### config.mk
export PLATFORM = sky130hd
export DESIGN_NAME = spread_matrix_axi
export DESIGN_NICKNAME = d
export VERILOG_FILES = /design/src/rtl/spread_matrix_axi_pkg.sv /design/src/rtl/spread_matrix_axi_sat_sub.sv /design/src/rtl/spread_matrix_axi.sv
export SDC_FILE = /design/constraint.sdc
export NUM_CORES = 1
export LEC_CHECK = 0
export CAP_MARGIN = 40
export CORE_MARGIN = 2
export CORE_UTILIZATION = 25
export CTS_BUF_LIST = sky130_fd_sc_hd__clkbuf_8
export DETAILED_ROUTE_END_ITERATION = 8
export PLACE_DENSITY = 0.39
export SETUP_SLACK_MARGIN = 0.15
export SLEW_MARGIN = 20
export SYNTH_ARGS = -nofsm -noshare
export SYNTH_HDL_FRONTEND = slang
export SYNTH_SLANG_ARGS = --single-unit
### constraint.sdc
create_clock -name clk -period 7.3 [get_ports clk]
set_clock_uncertainty 0.2 [all_clocks]
set_input_delay 1.46 -clock clk [delete_from_list [all_inputs] [get_ports clk]]
set_output_delay 1.46 -clock clk [all_outputs]
set_load 0.02 [all_outputs]
### src/rtl/spread_matrix_axi_pkg.sv
// Shared types and defaults for the spread-matrix feeder.
package vyapaar_pkg;

    typedef enum logic [1:0] {LOAD, EMIT, DRAIN} state_t;

    localparam int N_STOCKS_DEF    = 4;
    localparam int PRICE_WIDTH_DEF = 16;

    function automatic int idx_w(input int n);
        return $clog2(n);
    endfunction

endpackage

### src/rtl/spread_matrix_axi_sat_sub.sv
// Signed difference of two unsigned operands, saturated into OUT_W bits.
module sat_sub #(
    parameter int IN_W  = 16,
    parameter int OUT_W = 16
) (
    input  logic [IN_W-1:0]         a,
    input  logic [IN_W-1:0]         b,
    output logic signed [OUT_W-1:0] diff
);

    logic signed [IN_W:0] w_d;

    // Zero-extended operands cannot overflow IN_W+1 signed bits.
    assign w_d = $signed({1'b0, a}) - $signed({1'b0, b});

    generate
        if (IN_W + 1 <= OUT_W) begin : g_ext
            assign diff = OUT_W'(w_d);
        end else begin : g_sat
            logic w_ovf;
            // Out of range whenever the bits above the result sign disagree with it.
            assign w_ovf = (w_d[IN_W:OUT_W-1] != {(IN_W-OUT_W+2){w_d[IN_W]}});
            always_comb begin
                diff = w_d[OUT_W-1:0];
                if (w_ovf)
                    diff = w_d[IN_W] ? {1'b1, {(OUT_W-1){1'b0}}} : {1'b0, {(OUT_W-1){1'b1}}};
            end
        end
    endgenerate

endmodule

### src/rtl/spread_matrix_axi.sv
// Latches one frame of prices, then streams price[i]-price[j] with i inner, j outer.
module spread_matrix_axi
    import vyapaar_pkg::*;
#(
    parameter int PRICE_WIDTH = PRICE_WIDTH_DEF,
    parameter int WIDTH       = 16,
    parameter int N_STOCKS    = N_STOCKS_DEF
) (
    input  logic                   clk,
    input  logic                   rst,
    input  logic                   axiiv,
    input  logic [PRICE_WIDTH-1:0] axiid,
    output logic                   axiir,
    output logic                   axiov,
    output logic [WIDTH-1:0]       axiod,
    output logic                   axiolast
);

    localparam int             IW   = idx_w(N_STOCKS);
    localparam logic [IW-1:0]  LAST = IW'(N_STOCKS - 1);

    state_t                 r_state, w_next;
    logic [IW-1:0]          r_load, r_i, r_j;
    logic [PRICE_WIDTH-1:0] r_price [N_STOCKS];
    logic                   r_axiir, r_axiov, r_axiolast;
    logic [WIDTH-1:0]       r_axiod;

    logic                   w_acc, w_last_ij;
    logic signed [WIDTH-1:0] w_sat;

    assign w_acc     = axiiv && r_axiir && (r_state == LOAD);
    assign w_last_ij = (r_i == LAST) && (r_j == LAST);

    sat_sub #(.IN_W(PRICE_WIDTH), .OUT_W(WIDTH)) u_sat (
        .a    (r_price[r_i]),
        .b    (r_price[r_j]),
        .diff (w_sat)
    );

    always_ff @(posedge clk) begin
        if (rst) r_state <= LOAD;
        else     r_state <= w_next;
    end

    always_comb begin
        w_next = r_state;
        case (r_state)
            LOAD:    if (w_acc && r_load == LAST) w_next = EMIT;
            EMIT:    if (w_last_ij)               w_next = DRAIN;
            DRAIN:                                w_next = LOAD;
            default:                              w_next = LOAD;
        endcase
    end

    always_ff @(posedge clk) begin
        if (rst) begin
            r_load     <= '0;
            r_i        <= '0;
            r_j        <= '0;
            r_axiir    <= 1'b1;
            r_axiov    <= 1'b0;
            r_axiod    <= '0;
            r_axiolast <= 1'b0;
            for (int k = 0; k < N_STOCKS; k++) r_price[k] <= '0;
        end else begin
            case (r_state)
                LOAD: begin
                    if (w_acc) begin
                        r_price[r_load] <= axiid;
                        if (r_load == LAST) begin
                            r_load  <= '0;
                            r_i     <= '0;
                            r_j     <= '0;
                            r_axiir <= 1'b0;
                        end else begin
                            r_load <= r_load + 1'b1;
                        end
                    end
                end
                EMIT: begin
                    r_axiov    <= 1'b1;
                    r_axiod    <= w_sat;
                    r_axiolast <= w_last_ij;
                    // Explicit wrap keeps non-power-of-two N_STOCKS correct.
                    if (r_i == LAST) begin
                        r_i <= '0;
                        r_j <= (r_j == LAST) ? '0 : r_j + 1'b1;
                    end else begin
                        r_i <= r_i + 1'b1;
                    end
                end
                DRAIN: begin
                    r_axiov    <= 1'b0;
                    r_axiolast <= 1'b0;
                    r_axiir    <= 1'b1;
                end
                default: ;
            endcase
        end
    end

    assign axiir    = r_axiir;
    assign axiov    = r_axiov;
    assign axiod    = r_axiod;
    assign axiolast = r_axiolast;

endmodule
==> report_table.html <==
<table>
<tr><th>Metric</th><th>Value</th></tr>
<tr><th colspan="2">Run status</th></tr>
<tr><td>Run status</td><td>finished, final reports clean</td></tr>
<tr><th colspan="2">STA</th></tr>
<tr><td>Post-layout worst setup margin</td><td>approximately 3.5 ns</td></tr>
<tr><td>Final hold violation count</td><td>0</td></tr>
<tr><td>Sum of negative setup slack</td><td>0 ns</td></tr>
<tr><td>Crit share post-route</td><td>0.524</td></tr>
<tr><td>Time the worst path needs with I/O delays and setup</td><td>about 3.8 ns</td></tr>
<tr><td>RSZ-0062 raised after global routing</td><td>no</td></tr>
<tr><td>Worst Tran Pin Value</td><td>0.793 ns</td></tr>
<tr><td>Worst max-slew margin expressed relative to the limit</td><td>0.470</td></tr>
<tr><td>Fmax achieved</td><td>approximately 260 MHz</td></tr>
<tr><td>Number of pins exceeding their max-slew limit in the final report</td><td>0</td></tr>
<tr><td>Endpoints failing setup</td><td>0</td></tr>
<tr><td>Final-layout worst hold slack</td><td>0.279 ns</td></tr>
<tr><th colspan="2">Place</th></tr>
<tr><td>Quantity of I/O buffers inserted on ports</td><td>37</td></tr>
<tr><td>Routability congestion estimate from global placement</td><td>0.720</td></tr>
<tr><td>Total placed cells including tap cells</td><td>750</td></tr>
<tr><td>Worst slack at placement</td><td>3.32 ns</td></tr>
<tr><td>Cell area after placement</td><td>6020 µm²</td></tr>
<tr><td>Detailed placer's ending HPWL</td><td>9090 µm</td></tr>
<tr><th colspan="2">Worst hold path</th></tr>
<tr><td>Hold crit path type</td><td>reg2reg</td></tr>
<tr><th colspan="2">Floorplanning</th></tr>
<tr><td>Area enclosed by the die boundary</td><td>22,400 µm²</td></tr>
<tr><td>Y dimension of the die</td><td>150 µm</td></tr>
<tr><td>Initial standard-cell utilization of the core</td><td>0.253</td></tr>
<tr><td>Width of the die</td><td>about 150 µm</td></tr>
<tr><td>Core Footprint</td><td>21,000 µm²</td></tr>
<tr><td>Number of ports placed on the die boundary</td><td>38</td></tr>
<tr><td>Placement Rows</td><td>53</td></tr>
<tr><th colspan="2">Global routing</th></tr>
<tr><td>Vias in the first global route</td><td>roughly 3,600</td></tr>
<tr><td>Number of antenna violations at the first check in global routing</td><td>0</td></tr>
<tr><td>Wire length of the first global-routing pass</td><td>19,500 µm</td></tr>
<tr><td>Maximum number of pins on one net before global-route repair</td><td>40</td></tr>
<tr><td>GR Overflow Total</td><td>0</td></tr>
<tr><td>GRT Total Usage</td><td>0.114</td></tr>
<tr><th colspan="2">Setup path</th></tr>
<tr><td>Crit. End Element</td><td>flip-flop</td></tr>
<tr><td>Required time at the endpoint of the critical path</td><td>approximately 7.4 ns</td></tr>
<tr><td>CP max-delay cell</td><td>dfxtp_1</td></tr>
<tr><td>Critical-path cell list</td><td>buf_8 &gt; mux4_2 &gt; ha_1 &gt; a21oi_1 &gt; o21ai_0 &gt; or3_1 &gt; o21ai_2 &gt; xnor2_2 &gt; o21bai_2 &gt; a311oi_1</td></tr>
<tr><td>Crit path capture</td><td>axiod[13]$_SDFFE_PP0P_</td></tr>
<tr><td>Reg2reg path depth</td><td>10</td></tr>
<tr><td>Arrival time reported for the critical path endpoint</td><td>3.91 ns</td></tr>
<tr><td>Crit path largest cell delay</td><td>0.63 ns</td></tr>
<tr><td>Setup Crit Path Kind</td><td>reg2reg</td></tr>
<tr><td>Maximum net fanout on the critical path</td><td>11</td></tr>
<tr><td>Reg-to-reg endpoint</td><td>axiod[13]$_SDFFE_PP0P_</td></tr>
<tr><td>R2r setup slk</td><td>3.47 ns</td></tr>
<tr><td>Startpoint class of the critical path</td><td>flip-flop</td></tr>
<tr><th colspan="2">Route</th></tr>
<tr><td>DR iter-0 viols</td><td>196</td></tr>
<tr><td>Vias after detailed routing</td><td>~3,500</td></tr>
<tr><td>Drc violations</td><td>0</td></tr>
<tr><td>Average detailed-routed wire length per instance</td><td>~16 µm</td></tr>
<tr><td>Sum of routed wire length over all layers</td><td>11,900 µm</td></tr>
<tr><td>Avg Vias per Cell</td><td>4.53</td></tr>
<tr><td>First-pass iteration count of the detailed router</td><td>4</td></tr>
<tr><td>Antenna violation net count after detailed routing</td><td>0</td></tr>
<tr><th colspan="2">Finish</th></tr>
<tr><td>Post-layout utilization of the core</td><td>0.294</td></tr>
<tr><td>Leading cell type in the layout, fill and taps excluded</td><td>and2_1</td></tr>
<tr><td>Layout Area Growth over Synthesis</td><td>16.2%</td></tr>
<tr><td>Most frequent cells in the layout</td><td>and2_1 (68), edfxtp_1 (64), clkdlybuf4s50_1 (37)</td></tr>
<tr><td>Fillers</td><td>2,195</td></tr>
<tr><td>Final Instance Count excl. Fillers</td><td>764</td></tr>
<tr><td>Proportion of layout cells with a drive suffix above 1</td><td>0.141</td></tr>
<tr><td>Diode count</td><td>0</td></tr>
<tr><td>Final Instance Area</td><td>6170 µm²</td></tr>
<tr><td>Final nets</td><td>around 530</td></tr>
<tr><th colspan="2">CTS</th></tr>
<tr><td>H-tree levels</td><td>3</td></tr>
<tr><td>TritonCTS clock tree</td><td>done</td></tr>
<tr><td>CTS resizes</td><td>0</td></tr>
<tr><td>Hold_buf cts</td><td>0</td></tr>
<tr><td>Post-CTS Setup Bufs</td><td>0</td></tr>
<tr><td>Clock-pin transition on the worst setup and hold timing paths</td><td>0.09 ns</td></tr>
<tr><td>Clock latency on the worst-skew pair</td><td>0.37 ns</td></tr>
<tr><td>Buffers from clock root to sink, at most</td><td>2</td></tr>
<tr><td>Number of clock sinks seen by CTS</td><td>95</td></tr>
<tr><td>Clock tree root buffer cell</td><td>clkbuf_8</td></tr>
<tr><td>Total CTS buffers</td><td>9</td></tr>
<tr><th colspan="2">Yosys</th></tr>
<tr><td>Combined area of all synthesized cells</td><td>approximately 5300 µm²</td></tr>
<tr><td>Number of flops mapped to enable cells by yosys</td><td>64</td></tr>
<tr><td>Async set-or-reset flop fraction in the synthesized netlist</td><td>0</td></tr>
<tr><td>Area share of the largest cell type after synthesis</td><td>0.362</td></tr>
<tr><td>Library cell with the largest summed area after synthesis</td><td>edfxtp_1</td></tr>
<tr><td>Synth Flop Type</td><td>edfxtp_1</td></tr>
<tr><td>Most area-consuming cells after synthesis</td><td>edfxtp_1 (36%), mux4_2 (14%), dfxtp_1 (12%)</td></tr>
<tr><td>Post-synthesis instance total</td><td>451</td></tr>
<tr><td>Post-Synthesis Mean Instance Area</td><td>11.8 µm²</td></tr>
<tr><td>Post-synthesis register bit count</td><td>95</td></tr>
<tr><td>Net Count, Synth</td><td>494</td></tr>
<tr><td>Synth warnings</td><td>0</td></tr>
<tr><td>Sequential fraction of the synthesis area</td><td>0.479</td></tr>
<tr><td>Number of different library cells in the post-synthesis netlist</td><td>between 50 and 60</td></tr>
<tr><th colspan="2">Power</th></tr>
<tr><td>Worst IR Drop VDD</td><td>approximately 0.071 mV</td></tr>
<tr><td>Pleak</td><td>2.16 nW</td></tr>
<tr><td>Power density cells</td><td>235 nW/µm²</td></tr>
<tr><td>Total power</td><td>1.45 mW</td></tr>
<tr><th colspan="2">Job</th></tr>
<tr><td>Number of max-cap violations</td><td>0</td></tr>
</table>
## cells in the mapped netlist (all sizes together), types with 4 or more instances
| cell | n |
|---|---|
| xnor2 | 4 |
| and2 | 68 |
| a311oi | 14 |
| a21oi | 28 |
| nor2 | 36 |
| edfxtp | 64 |
| o21ai | 19 |
| inv | 23 |
| mux4 | 32 |
| buf | 5 |
| ha | 23 |
| nor3 | 5 |
| a31oi | 5 |
| nand2 | 21 |
| dfxtp | 31 |
| xor2 | 9 |
| o21bai | 4 |
| clkbuf | 17 |
## critical path: cells and delay by family, from the launching register on
kind                       cells  cell delay, ns
AOI/OAI and AO/OA              5            1.16
xor gates and xnor gates       1            0.26
adders and majority gates      1            0.39
buffers and inverters          1            0.24
DFF                            1            0.63
muxes                          1            0.51
and+or+nand+nor                1            0.34
## cell families after synthesis
| kind of cell | count (synthesis) | share of synthesized area |
|---|---|---|
| AO/OA/AOI/OAI | 89 | 0.113 |
| XOR/XNOR | 13 | 0.0229 |
| adder cells (fa/ha/maj) | 25 | 0.0599 |
| buffers and inverters | 45 | 0.0353 |
| flip-flops | 95 | 0.479 |
| multiplexers | 34 | 0.139 |
| AND/OR/NAND/NOR | 150 | 0.151 |
## worst min-delay path by stage
| stage | start | to | slack (ns) | depth (start not counted) |
|---|---|---|---|---|
| 2_1_floorplan | r_j[0]$_SDFFE_PP0P_ | flip-flop | 0.28 | 2 |
| 3_3_place_gp | axiov$_SDFFE_PP0P_ | axiov$_SDFFE_PP0P_ | 0.27 | 2 |
| 3_5_place_dp | axiov$_SDFFE_PP0P_ | axiov$_SDFFE_PP0P_ | 0.27 | 2 |
| 4_1_cts | axiov$_SDFFE_PP0P_ | axiov$_SDFFE_PP0P_ | 0.29 | 2 |
| 5_1_grt | axiod[1]$_SDFFE_PP0P_ | axiod[1]$_SDFFE_PP0P_ | 0.31 | 2 |
| 6_report | axiov$_SDFFE_PP0P_ | axiov$_SDFFE_PP0P_ | 0.28 | 2 |
## registers in the layout, summed over array words and instances, names as in the netlist, named ones only
register and cells:
r_load 2, axiir 1, axiolast 1, r_i 2
axiod 16, r_j 2, r_price 64, r_state 2
axiov 1
## layer usage
layer  share of wire  track usage
met2            0.42        0.169
met3           0.039       0.0253
met4           0.013       0.0368
met5               0            0
met1            0.52        0.166
## final cells by class
type | instances | area (µm²) | share of cell area
Clock buffer | 9 | 124 | 0.0201
Clock inverter | 5 | 27.5 | 0.00446
Inverter | 23 | 86.3 | 0.0140
Multi-Input combinational cell | 311 | 2600 | 0.421
Sequential cell | 95 | 2540 | 0.412
Tap cell | 275 | 344 | 0.0558
Timing Repair Buffer | 46 | 445 | 0.0722
## report_power, final
part           total, mW  leakage, nW  switching, mW  internal, mW
sequential         0.667        0.916         0.0327         0.635
combinational      0.480         1.17          0.274         0.206
clock              0.300       0.0720          0.183         0.117
No activity file was read; power rests on OpenSTA's default activity.
